$ cat src/rtl/serial_shift_engine_if.sv
// serial_shift_engine_if
//   Request/response bundle for the multi-cycle universal shifter.
//   master (requester): drives start, A, Shift, ShiftChoice, ShiftType;
//                       observes busy, done, out.
//   slave  (shifter)  : the reverse direction of every signal.
//   Signals:
//     start        request strobe, only honoured while the shifter is idle
//     A[16:1]      operand
//     Shift[4:1]   shift amount 0..15
//     ShiftChoice  0 = left, 1 = right
//     ShiftType    00 logical, 01 arithmetic, 10 rotate, 11 logical
//     busy         request in progress
//     done         one-cycle completion pulse
//     out[16:1]    registered result
interface serial_shift_engine_if;
    logic        start;
    logic [16:1] A;
    logic [4:1]  Shift;
    logic        ShiftChoice;
    logic [2:1]  ShiftType;
    logic        busy;
    logic        done;
    logic [16:1] out;

    modport master (
        output start, A, Shift, ShiftChoice, ShiftType,
        input  busy, done, out
    );

    modport slave (
        input  start, A, Shift, ShiftChoice, ShiftType,
        output busy, done, out
    );
endinterface

$ cat src/rtl/serial_shift_engine.sv
// serial_shift_engine
//   Multi-cycle universal shifter: shifts a 16-bit operand one position per
//   clock under a start/busy/done handshake and holds the result in a
//   register until the next completion.
//   Ports:
//     clk    rising-edge clock
//     reset  synchronous, active-high; aborts any request in progress
//     bus    serial_shift_engine_if.slave (request inputs, busy/done/out)
module serial_shift_engine (
    input  logic                        clk,
    input  logic                        reset,
    serial_shift_engine_if.slave        bus
);

    typedef enum logic [1:0] {
        IDLE  = 2'd0,
        SHIFT = 2'd1,
        DONE  = 2'd2
    } state_t;

    state_t      state_reg,  state_next;
    logic [16:1] work_reg,   work_next;
    logic [4:1]  count_reg,  count_next;
    logic        dir_reg,    dir_next;
    logic [2:1]  type_reg,   type_next;
    logic [16:1] out_reg,    out_next;

    // One-position step of the working register in both directions.
    logic [16:1] left_step;
    logic [16:1] right_step;
    logic [16:1] step_value;
    logic        is_rotate;
    logic        is_arith;
    logic        fill_low;
    logic        fill_high;

    // Code 11 is reserved and falls through to logical behaviour.
    assign is_rotate = (type_reg == 2'b10);
    assign is_arith  = (type_reg == 2'b01);

    // Bit entering position 1 on a left step: only a rotate brings data in.
    assign fill_low  = is_rotate ? work_reg[16] : 1'b0;
    // Bit entering position 16 on a right step: rotate wraps bit 1,
    // arithmetic replicates the sign bit.
    assign fill_high = is_rotate ? work_reg[1] :
                       is_arith  ? work_reg[16] : 1'b0;

    generate
        for (genvar gi = 2; gi <= 16; gi++) begin : g_left
            assign left_step[gi] = work_reg[gi-1];
        end
        for (genvar gi = 1; gi <= 15; gi++) begin : g_right
            assign right_step[gi] = work_reg[gi+1];
        end
    endgenerate

    assign left_step[1]   = fill_low;
    assign right_step[16] = fill_high;
    assign step_value     = dir_reg ? right_step : left_step;

    always_ff @(posedge clk) begin
        if (reset) begin
            state_reg <= IDLE;
            work_reg  <= '0;
            count_reg <= '0;
            dir_reg   <= 1'b0;
            type_reg  <= '0;
            out_reg   <= '0;
        end else begin
            state_reg <= state_next;
            work_reg  <= work_next;
            count_reg <= count_next;
            dir_reg   <= dir_next;
            type_reg  <= type_next;
            out_reg   <= out_next;
        end
    end

    // out_reg is loaded on the edge that enters DONE so the result is
    // already valid during the done cycle.
    always_comb begin
        state_next = state_reg;
        work_next  = work_reg;
        count_next = count_reg;
        dir_next   = dir_reg;
        type_next  = type_reg;
        out_next   = out_reg;

        case (state_reg)
            IDLE: begin
                if (bus.start) begin
                    work_next  = bus.A;
                    count_next = bus.Shift;
                    dir_next   = bus.ShiftChoice;
                    type_next  = bus.ShiftType;
                    if (bus.Shift == 4'd0) begin
                        out_next   = bus.A;
                        state_next = DONE;
                    end else begin
                        state_next = SHIFT;
                    end
                end
            end
            SHIFT: begin
                work_next  = step_value;
                count_next = count_reg - 4'd1;
                if (count_reg == 4'd1) begin
                    out_next   = step_value;
                    state_next = DONE;
                end
            end
            DONE: begin
                state_next = IDLE;
            end
            default: begin
                state_next = IDLE;
            end
        endcase
    end

    assign bus.busy = (state_reg != IDLE);
    assign bus.done = (state_reg == DONE);
    assign bus.out  = out_reg;

endmodule
$ cat src/flat_wrapper.sv
// flat-port wrapper written by rule: the top's interface ports become plain ports
module serial_shift_engine_flat 
  (clk, reset, bus_start, bus_A, bus_Shift, bus_ShiftChoice, bus_ShiftType, bus_busy, bus_done, bus_out);
  serial_shift_engine_if bus_i ();
  input  logic clk;
  input  logic reset;
  input wire logic [$bits(bus_i.start)-1:0] bus_start;
  input wire logic [$bits(bus_i.A)-1:0] bus_A;
  input wire logic [$bits(bus_i.Shift)-1:0] bus_Shift;
  input wire logic [$bits(bus_i.ShiftChoice)-1:0] bus_ShiftChoice;
  input wire logic [$bits(bus_i.ShiftType)-1:0] bus_ShiftType;
  output wire logic [$bits(bus_i.busy)-1:0] bus_busy;
  output wire logic [$bits(bus_i.done)-1:0] bus_done;
  output wire logic [$bits(bus_i.out)-1:0] bus_out;
  assign bus_i.start = bus_start;
  assign bus_i.A = bus_A;
  assign bus_i.Shift = bus_Shift;
  assign bus_i.ShiftChoice = bus_ShiftChoice;
  assign bus_i.ShiftType = bus_ShiftType;
  assign bus_busy = bus_i.busy;
  assign bus_done = bus_i.done;
  assign bus_out = bus_i.out;
  serial_shift_engine u_core (.clk(clk), .reset(reset), .bus(bus_i));
endmodule
$ cat config.mk
export PLATFORM = sky130hd
export DESIGN_NAME = serial_shift_engine_flat
export DESIGN_NICKNAME = d
export VERILOG_FILES = /design/src/rtl/serial_shift_engine_if.sv /design/src/rtl/serial_shift_engine.sv /design/src/flat_wrapper.sv
export SDC_FILE = /design/constraint.sdc
export NUM_CORES = 1
export LEC_CHECK = 0
export ABC_AREA = 1
export BUFFER_PORTS_ARGS = -buffer_cell sky130_fd_sc_hd__buf_2
export CAP_MARGIN = 20
export CORE_AREA = 2 2 79 81
export DETAILED_ROUTE_END_ITERATION = 8
export DIE_AREA = 0 0 81 83
export PLACE_DENSITY = 0.58
export SLEW_MARGIN = 20
export SYNTH_ARGS = -nofsm -noshare
export SYNTH_HDL_FRONTEND = slang
export SYNTH_SLANG_ARGS = --single-unit
$ cat constraint.sdc
create_clock -name clk -period 3.57 [get_ports clk]
set_clock_uncertainty 0.05 [all_clocks]
set_input_delay 0.357 -clock clk [delete_from_list [all_inputs] [get_ports clk]]
set_output_delay 0.357 -clock clk [all_outputs]
set_load 0.005 [all_outputs]
==> qor_table.md, run 1 <==
| Metric | This run | Unit |
| --- | --- | --- |
| Maximum resistive drop on vdd | 0.1462 | mV |
| Top-Level Pins | 44 | - |
| Nets | 407 | - |
| Lkg Pwr | 1.328 | nW |
| Max Fanout on Critical Path | 47 | - |
| Crit end category | flip-flop | - |
| Final count of negative-setup-slack endpoints | 0 | - |
| Final RePlAce weighted congestion | 0.7742 | - |
| Insertion delay of the later-clocked pin in the worst-skew pair | 290 | ps |
| CTS root buf | clkbuf_8 | - |
| Core box area | 0.005816 | mm^2 |
| Sequential cell area | 820.8 | um^2 |
| Final period util | 57.39 | % |
| Overflow left after global routing | 0 | - |
| First-pass GRT wire length | 8211 | um |
| Post-synthesis average cell area | 6.475 | um^2 |
| Setup CP Type | reg2reg | - |
| Power density over the cells | 477.5 | mW/mm^2 |
| Yosys warning count | 0 | - |
| RSZ-0062 raised after global routing | false | - |
| Effective utilization at floorplan | 38.75 | % |
| Internal portion of total power | 0.8019 | mW |
| Buffers added on ports | 43 | - |
| Hold violation count in the final report | 0 | - |
| Crit start category | flip-flop | - |
| Die Span Y | 83 | um |
| Worst EP arrival | 2180 | ps |
| First-pass iteration count of the detailed router | 4 | - |
| Most area-consuming cells after synthesis | dfxtp_1 (36%), nand2_1 (14%), inv_1 (11%) | - |
| Final min period | 2049 | ps |
| Post-synthesis sequential area ratio | 36.42 | % |
| Average vias per placed instance | 4.546 | - |
| Number of gates given a new drive strength after cts | 0 | - |
| Max_slew headroom | 37.48 | % |
| Die outline area | 0.006723 | mm^2 |
| Synth top area share | 36.42 | % |
| Required arrival time at the worst endpoint | 3700 | ps |
| Switching pwr | 0.4019 | mW |
| Number of sinks handled by clock tree synthesis | 41 | - |
| Actual transition at the worst max-transition pin | 936.6 | ps |
| GRT Overall Usage | 15.28 | % |
| Final number of max-transition violations | 0 | - |
| DR WL/cell | 10.62 | um |
| Detailed placer's ending HPWL | 3388 | um |
| Overall routed net length | 4822 | um |
| Vias in the first global route | 1833 | - |
| Filler Cell Count | 647 | - |
| Ant diodes | 0 | - |
| TritonCTS clock tree | built | - |
| Total DRC errors in the routed layout | 0 | - |
| Count of unique library cells instantiated by Yosys | 22 | - |
| Hold/Removal Path Class | in2reg | - |
| Area occupied by multi-input gates | 0.001042 | mm^2 |
| Library cell with the largest summed area after synthesis | dfxtp_1 | - |
| Cells after synthesis | 348 | - |
| MaxCap Viol Count | 0 | - |
| Run status | finished clean | - |
| Share of total power consumed by net switching | 33.39 | % |
| Via count | 2064 | - |
| Pin count of the biggest net entering global routing | 48 | - |
| Clock-pin slew on the worst setup and hold paths | 80 | ps |
| Post-CTS setup-driven buffer insertion count | 0 | - |
| First-iteration detailed-routing DRC count | 113 | - |
| Mapped Area | 0.002253 | mm^2 |
| Clock buffer count from CTS | 5 | - |
| Initial antenna violation count | 0 | - |
| Clock power share | 25.2 | % |
| Maximum clock path buffer count | 2 | - |
| Fraction of power consumed by sequential logic | 47.1 | % |
| Share of cells above drive strength 1 | 14.51 | % |
| CTS hold repair buffers | 0 | - |
| Power consumption | 1.204 | mW |
| Highest Clock Rate | 488.0 | MHz |
| Antenna-violating nets left | 0 | - |
| Logic pwr share | 27.7 | % |
| Final sum of negative setup slack | 0 | ps |
| Area growth, synth to finish | 11.88 | % |
| CTS H-tree lvls | 2 | - |
| Number of storage elements in the synthesis netlist | 41 | - |
| Synthesized netlist net count | 376 | - |
| X dimension of the die | 81 | um |
| Floorplan row count | 28 | - |
## cells in the mapped netlist
cell,instances
buf_2,5
o211ai_1,29
clkbuf_2,1
nand2_1,86
nand3_4,1
buf_6,5
nand2_2,1
inv_1,67
nand3b_1,1
buf_1,1
inv_2,3
o21a_1,2
a21oi_1,22
dfxtp_1,41
clkbuf_1,4
nand3_1,6
nor2_4,1
o21ai_1,2
nor2_1,45
buf_4,3
ha_1,2
o21ai_0,20
## path summary, 6_finish.rpt
kind	start	endpoint	slack (ps)	cells past startpoint
worst max-delay path	u_core.state_reg[0]$_SDFFE_PP0P_	u_core.bus.out[14]$_SDFFE_PP0P_	1520	7
worst max register to register	u_core.state_reg[0]$_SDFFE_PP0P_	u_core.bus.out[14]$_SDFFE_PP0P_	1520	7
worst min-delay path	bus_ShiftChoice	u_core.dir_reg$_SDFFE_PP0P_	310	3
worst min register to register	u_core.count_reg[4]$_SDFFE_PP0P_	u_core.count_reg[4]$_SDFFE_PP0P_	450	2
## power groups by stage
| stage | Combinational [mW] | Clock (mW) | Sequential (mW) |
|---|---|---|---|
| floorplan | 0.276 | 0 | 0.566 |
| global placement | 0.331 | 0 | 0.577 |
| detailed placement | 0.333 | 0 | 0.577 |
| CTS | 0.335 | 0.322 | 0.567 |
| global route | 0.395 | 0.340 | 0.575 |
| finish | 0.334 | 0.303 | 0.567 |
## layer usage
| layer | global-route usage (%) | up-vias | wire length, um |
|---|---|---|---|
| met2 | 23.14 | 36 | 1964 |
| met1 | 21.48 | 881 | 2604 |
| li1 | - | 1141 | - |
| met3 | 3.370 | 6 | 190 |
| met5 | 0 | - | 0 |
| met4 | 4.622 | 0 | 62 |
## cells by family (layout without fill, tap and decap cells)
| logic type | after synthesis | in the layout | synth area share, % |
|---|---|---|---|
| AND/OR/NAND/NOR | 141 | 141 | 25.04 |
| buffers and inverters | 89 | 120 | 17.32 |
| AO/OA/AOI/OAI | 75 | 75 | 20.10 |
| flip-flops | 41 | 41 | 36.42 |
| adder cells (fa/ha/maj) | 2 | 2 | 1.110 |
## worst max-delay path: stages, from the launching register on
cell     delay, ps
dfxtp_1        410
inv_2           70
nor2_4         670
nand2_2        170
nand3_4        330
nand2_1         90
nand2_1         70
nor2_1          50
## stage by stage
stage / std cells / worst slack [ps] / instance area [um^2] / hold slack [ps] / util [%]
final: 454 / 1521 / 2521 / 308.3 / 43.35
after global routing: 454 / 1217 / 2521 / 308.0 / 43.35
after CTS: 454 / 1516 / 2521 / 298.2 / 43.35
after detailed placement: 447 / 1539 / 2435 / 435.5 / 41.87
after global placement: 447 / 1614 / 2435 / 434.5 / 41.87
after floorplan: 348 / 2337 / 2253 / 406.9 / -
## area by class of cell
cell class                 instances  area share (%)
clock buffer                       7           3.424
sequential                        41           32.56
multi-input combinational        218           41.34
inverter                          70           10.42
timing repair buffer              43           8.536
tap                               75           3.722
## cells in the final DEF (no fill, tap or decap), types with 3 or more instances in the layout
cell | Yosys | layout
nand2_1 | 86 | 86
o211ai_1 | 29 | 29
clkbuf_8 | 0 | 6
dfxtp_1 | 41 | 41
inv_2 | 3 | 3
a21oi_1 | 22 | 22
o21ai_0 | 20 | 20
inv_1 | 67 | 67
nor2_1 | 45 | 45
nand3_1 | 6 | 6
buf_2 | 5 | 43
Note: power is estimated with default switching activity, not from simulation.
==> inputs of run 2 (changes only) <==
- clock period: 3.57 -> 1.95 ns (I/O delays scaled with it)
==> run 2 against run 1 <==
Hold slack lost 170 ps. Global-route usage grew 0.89 points. Total power grew 84%. Register-to-register slack lost 1000 ps. Critical path depth shrank 3. Maximum frequency grew 41%. Via count grew 1.7%.
==> qor_table.md, run 2 (same netlist as run 1, synthesis figures left out) <==
| Metric | This run | Unit | Change |
| --- | --- | --- | --- |
| Run status | finished clean | - |  |
| Core box area | 0.005816 | mm^2 | unchanged |
| Actual transition at the worst max-transition pin | 370.2 | ps | -566.4 ps |
| Effective utilization at floorplan | 38.75 | % | unchanged |
| Clock buffer count from CTS | 5 | - | unchanged |
| Required arrival time at the worst endpoint | 2090 | ps | -1610 ps |
| MaxCap Viol Count | 0 | - | unchanged |
| Floorplan row count | 28 | - | unchanged |
| GRT Overall Usage | 16.17 | % | +0.89 points |
| Overflow left after global routing | 0 | - | unchanged |
| Average vias per placed instance | 4.565 | - | +0.42% |
| Flop-to-flop setup slack | 500 | ps | -1020 ps |
| Post-CTS setup-driven buffer insertion count | 0 | - | unchanged |
| Most used cell along the critical path | nor2_1 | - |  |
| Initial antenna violation count | 0 | - | unchanged |
| CTS hold repair buffers | 0 | - | unchanged |
| Highest Clock Rate | 688.2 | MHz | +41% |
| Final RePlAce weighted congestion | 0.7663 | - | -1.0% |
| Die Span Y | 83 | um | unchanged |
| Lkg Pwr | 1.357 | nW | +2.2% |
| Number of sinks handled by clock tree synthesis | 41 | - | unchanged |
| Area growth, synth to finish | 13.94 | % |  |
| Hold violation count in the final report | 0 | - | unchanged |
| Buffers added on ports | 43 | - | unchanged |
| Final min period | 1453 | ps | -595.9 ps |
| Pin count of the biggest net entering global routing | 45 | - | -6.3% |
| Final instance area | 0.002567 | mm^2 | +1.8% |
| Max Fanout on Critical Path | 33 | - | -30% |
| Slowest cell on the critical path | dfxtp_1 | - |  |
| RSZ-0062 raised after global routing | false | - |  |
| X dimension of the die | 81 | um | unchanged |
| Most common cell after layout, fill and taps aside | nand2_1 | - |  |
| Worst EP arrival | 1590 | ps | -590 ps |
| DR WL/cell | 11.11 | um | +4.6% |
| Hold/Removal Path Class | in2reg | - |  |
| Overall routed net length | 5109 | um | +6.0% |
| Final count of negative-setup-slack endpoints | 0 | - | unchanged |
| Placed cell count | 452 | - | +1.1% |
| Area occupied by multi-input gates | 0.001042 | mm^2 | unchanged |
| Crit end category | flip-flop | - |  |
| Critical-path cell list | o21a_1 -> nand3_4 -> nor2_1 -> nor2_1 | - |  |
| Top-Level Pins | 44 | - | unchanged |
| Total DRC errors in the routed layout | 0 | - | unchanged |
| TritonCTS clock tree | built | - |  |
| Number of gates given a new drive strength after cts | 0 | - | unchanged |
| Via count | 2100 | - | +1.7% |
| First-pass GRT wire length | 8583 | um | +4.5% |
| Post-Place Cell Area | 0.002485 | mm^2 | +2.1% |
| Final period util | 74.52 | % | +17 points |
| Antenna-violating nets left | 0 | - | unchanged |
| Final sum of negative setup slack | 0 | ps | unchanged |
| Power density over the cells | 862.3 | mW/mm^2 | +81% |
| Max_slew headroom | 75.29 | % | +38 points |
| Insertion delay of the later-clocked pin in the worst-skew pair | 290 | ps | about the same |
| Top delay family on crit path | simple AND/OR/NAND/NOR gates | - |  |
| Maximum resistive drop on vdd | 0.2762 | mV | +89% |
| Die outline area | 0.006723 | mm^2 | unchanged |
| Maximum clock path buffer count | 2 | - | unchanged |
| Sequential cell area | 820.8 | um^2 | unchanged |
| Number of cells in the finished layout apart from fillers | 460 | - | +1.3% |
| Filler Cell Count | 684 | - | +5.7% |
| Vias in the first global route | 1832 | - | -0.055% |
| Total buffers and inverters traversed by the critical path | 0 | - | -1 |
| Share of cells above drive strength 1 | 15.84 | % | +1.3 points |
| CTS root buf | clkbuf_8 | - |  |
| Final number of max-transition violations | 0 | - | unchanged |
| Detailed placer's ending HPWL | 3573 | um | +5.5% |
| First-iteration detailed-routing DRC count | 144 | - | +27% |
| CP peak stage delay | 410 | ps | -260 ps |
| Ant diodes | 0 | - | unchanged |
| Setup CP Type | reg2reg | - |  |
| Power consumption | 2.214 | mW | +84% |
| Highest-count cells in the layout ignoring fill and taps | nand2_1 (86), inv_1 (67), nor2_1 (45) | - |  |
| Hold slack final | 136.4 | ps | -172.0 ps |
| First-pass iteration count of the detailed router | 4 | - | unchanged |
| CTS H-tree lvls | 2 | - | unchanged |
| Clock-pin slew on the worst setup and hold paths | 80 | ps | about the same |
| Nets | 412 | - | +1.2% |
| Crit start category | flip-flop | - |  |
-- run 2: cell count changes in the layout (fill, tap and decap cells not counted) --
cell	before	now
buf_4	0	4
clkinv_2	0	2
buf_12	0	1
clkbuf_8	6	5
-- run 2: where the power goes --
part / internal [mW] / switching [mW]
Combinational: 0.251 / 0.408
Sequential: 0.955 / 0.0639
Clock: 0.248 / 0.288
-- run 2: per-stage QoR --
step | worst slack [ps] | util (%)
after floorplan | 717.3 | -
after global placement | 533.0 | 42.73
after detailed placement | 505.7 | 42.73
after CTS | 482.8 | 44.15
after global routing | 341.5 | 44.15
final | 496.9 | 44.15
-- run 2: metal layers --
layer	vias to the layer above	routed length [um]	global-route usage (%)
met5	-	0	0
met4	0	83	6.471
met3	6	221	2.500
met2	47	2105	22.46
met1	896	2697	24.56
li1	1151	-	-
-- run 2: area by class of cell --
| type | instances | area share, % |
|---|---|---|
| inverters | 70 | 10.23 |
| multi-input cells | 218 | 40.59 |
| repair buffers | 48 | 10.33 |
| clock inverters | 2 | 0.3899 |
| flip-flops and latches | 41 | 31.97 |
| clock buffers | 6 | 2.827 |
| well taps | 75 | 3.655 |
-- run 2: final timing paths --
| path | startpoint | to | cells after the start |
|---|---|---|---|
| worst max-delay path | u_core.state_reg[0]$_SDFFE_PP0P_ | u_core.bus.out[13]$_SDFFE_PP0P_ | 4 |
| worst min-delay path | bus_ShiftChoice | u_core.dir_reg$_SDFFE_PP0P_ | 3 |
| worst max register to register | u_core.state_reg[0]$_SDFFE_PP0P_ | u_core.bus.out[13]$_SDFFE_PP0P_ | 4 |
| worst min register to register | u_core.type_reg[2]$_SDFFE_PP0P_ | u_core.type_reg[2]$_SDFFE_PP0P_ | 2 |
-- run 2: worst register-to-register path, cell delays in order (launching register included) --
cell     delay, ps
dfxtp_1        410
o21a_1         260
nand3_4        330
nor2_1         240
nor2_1          60
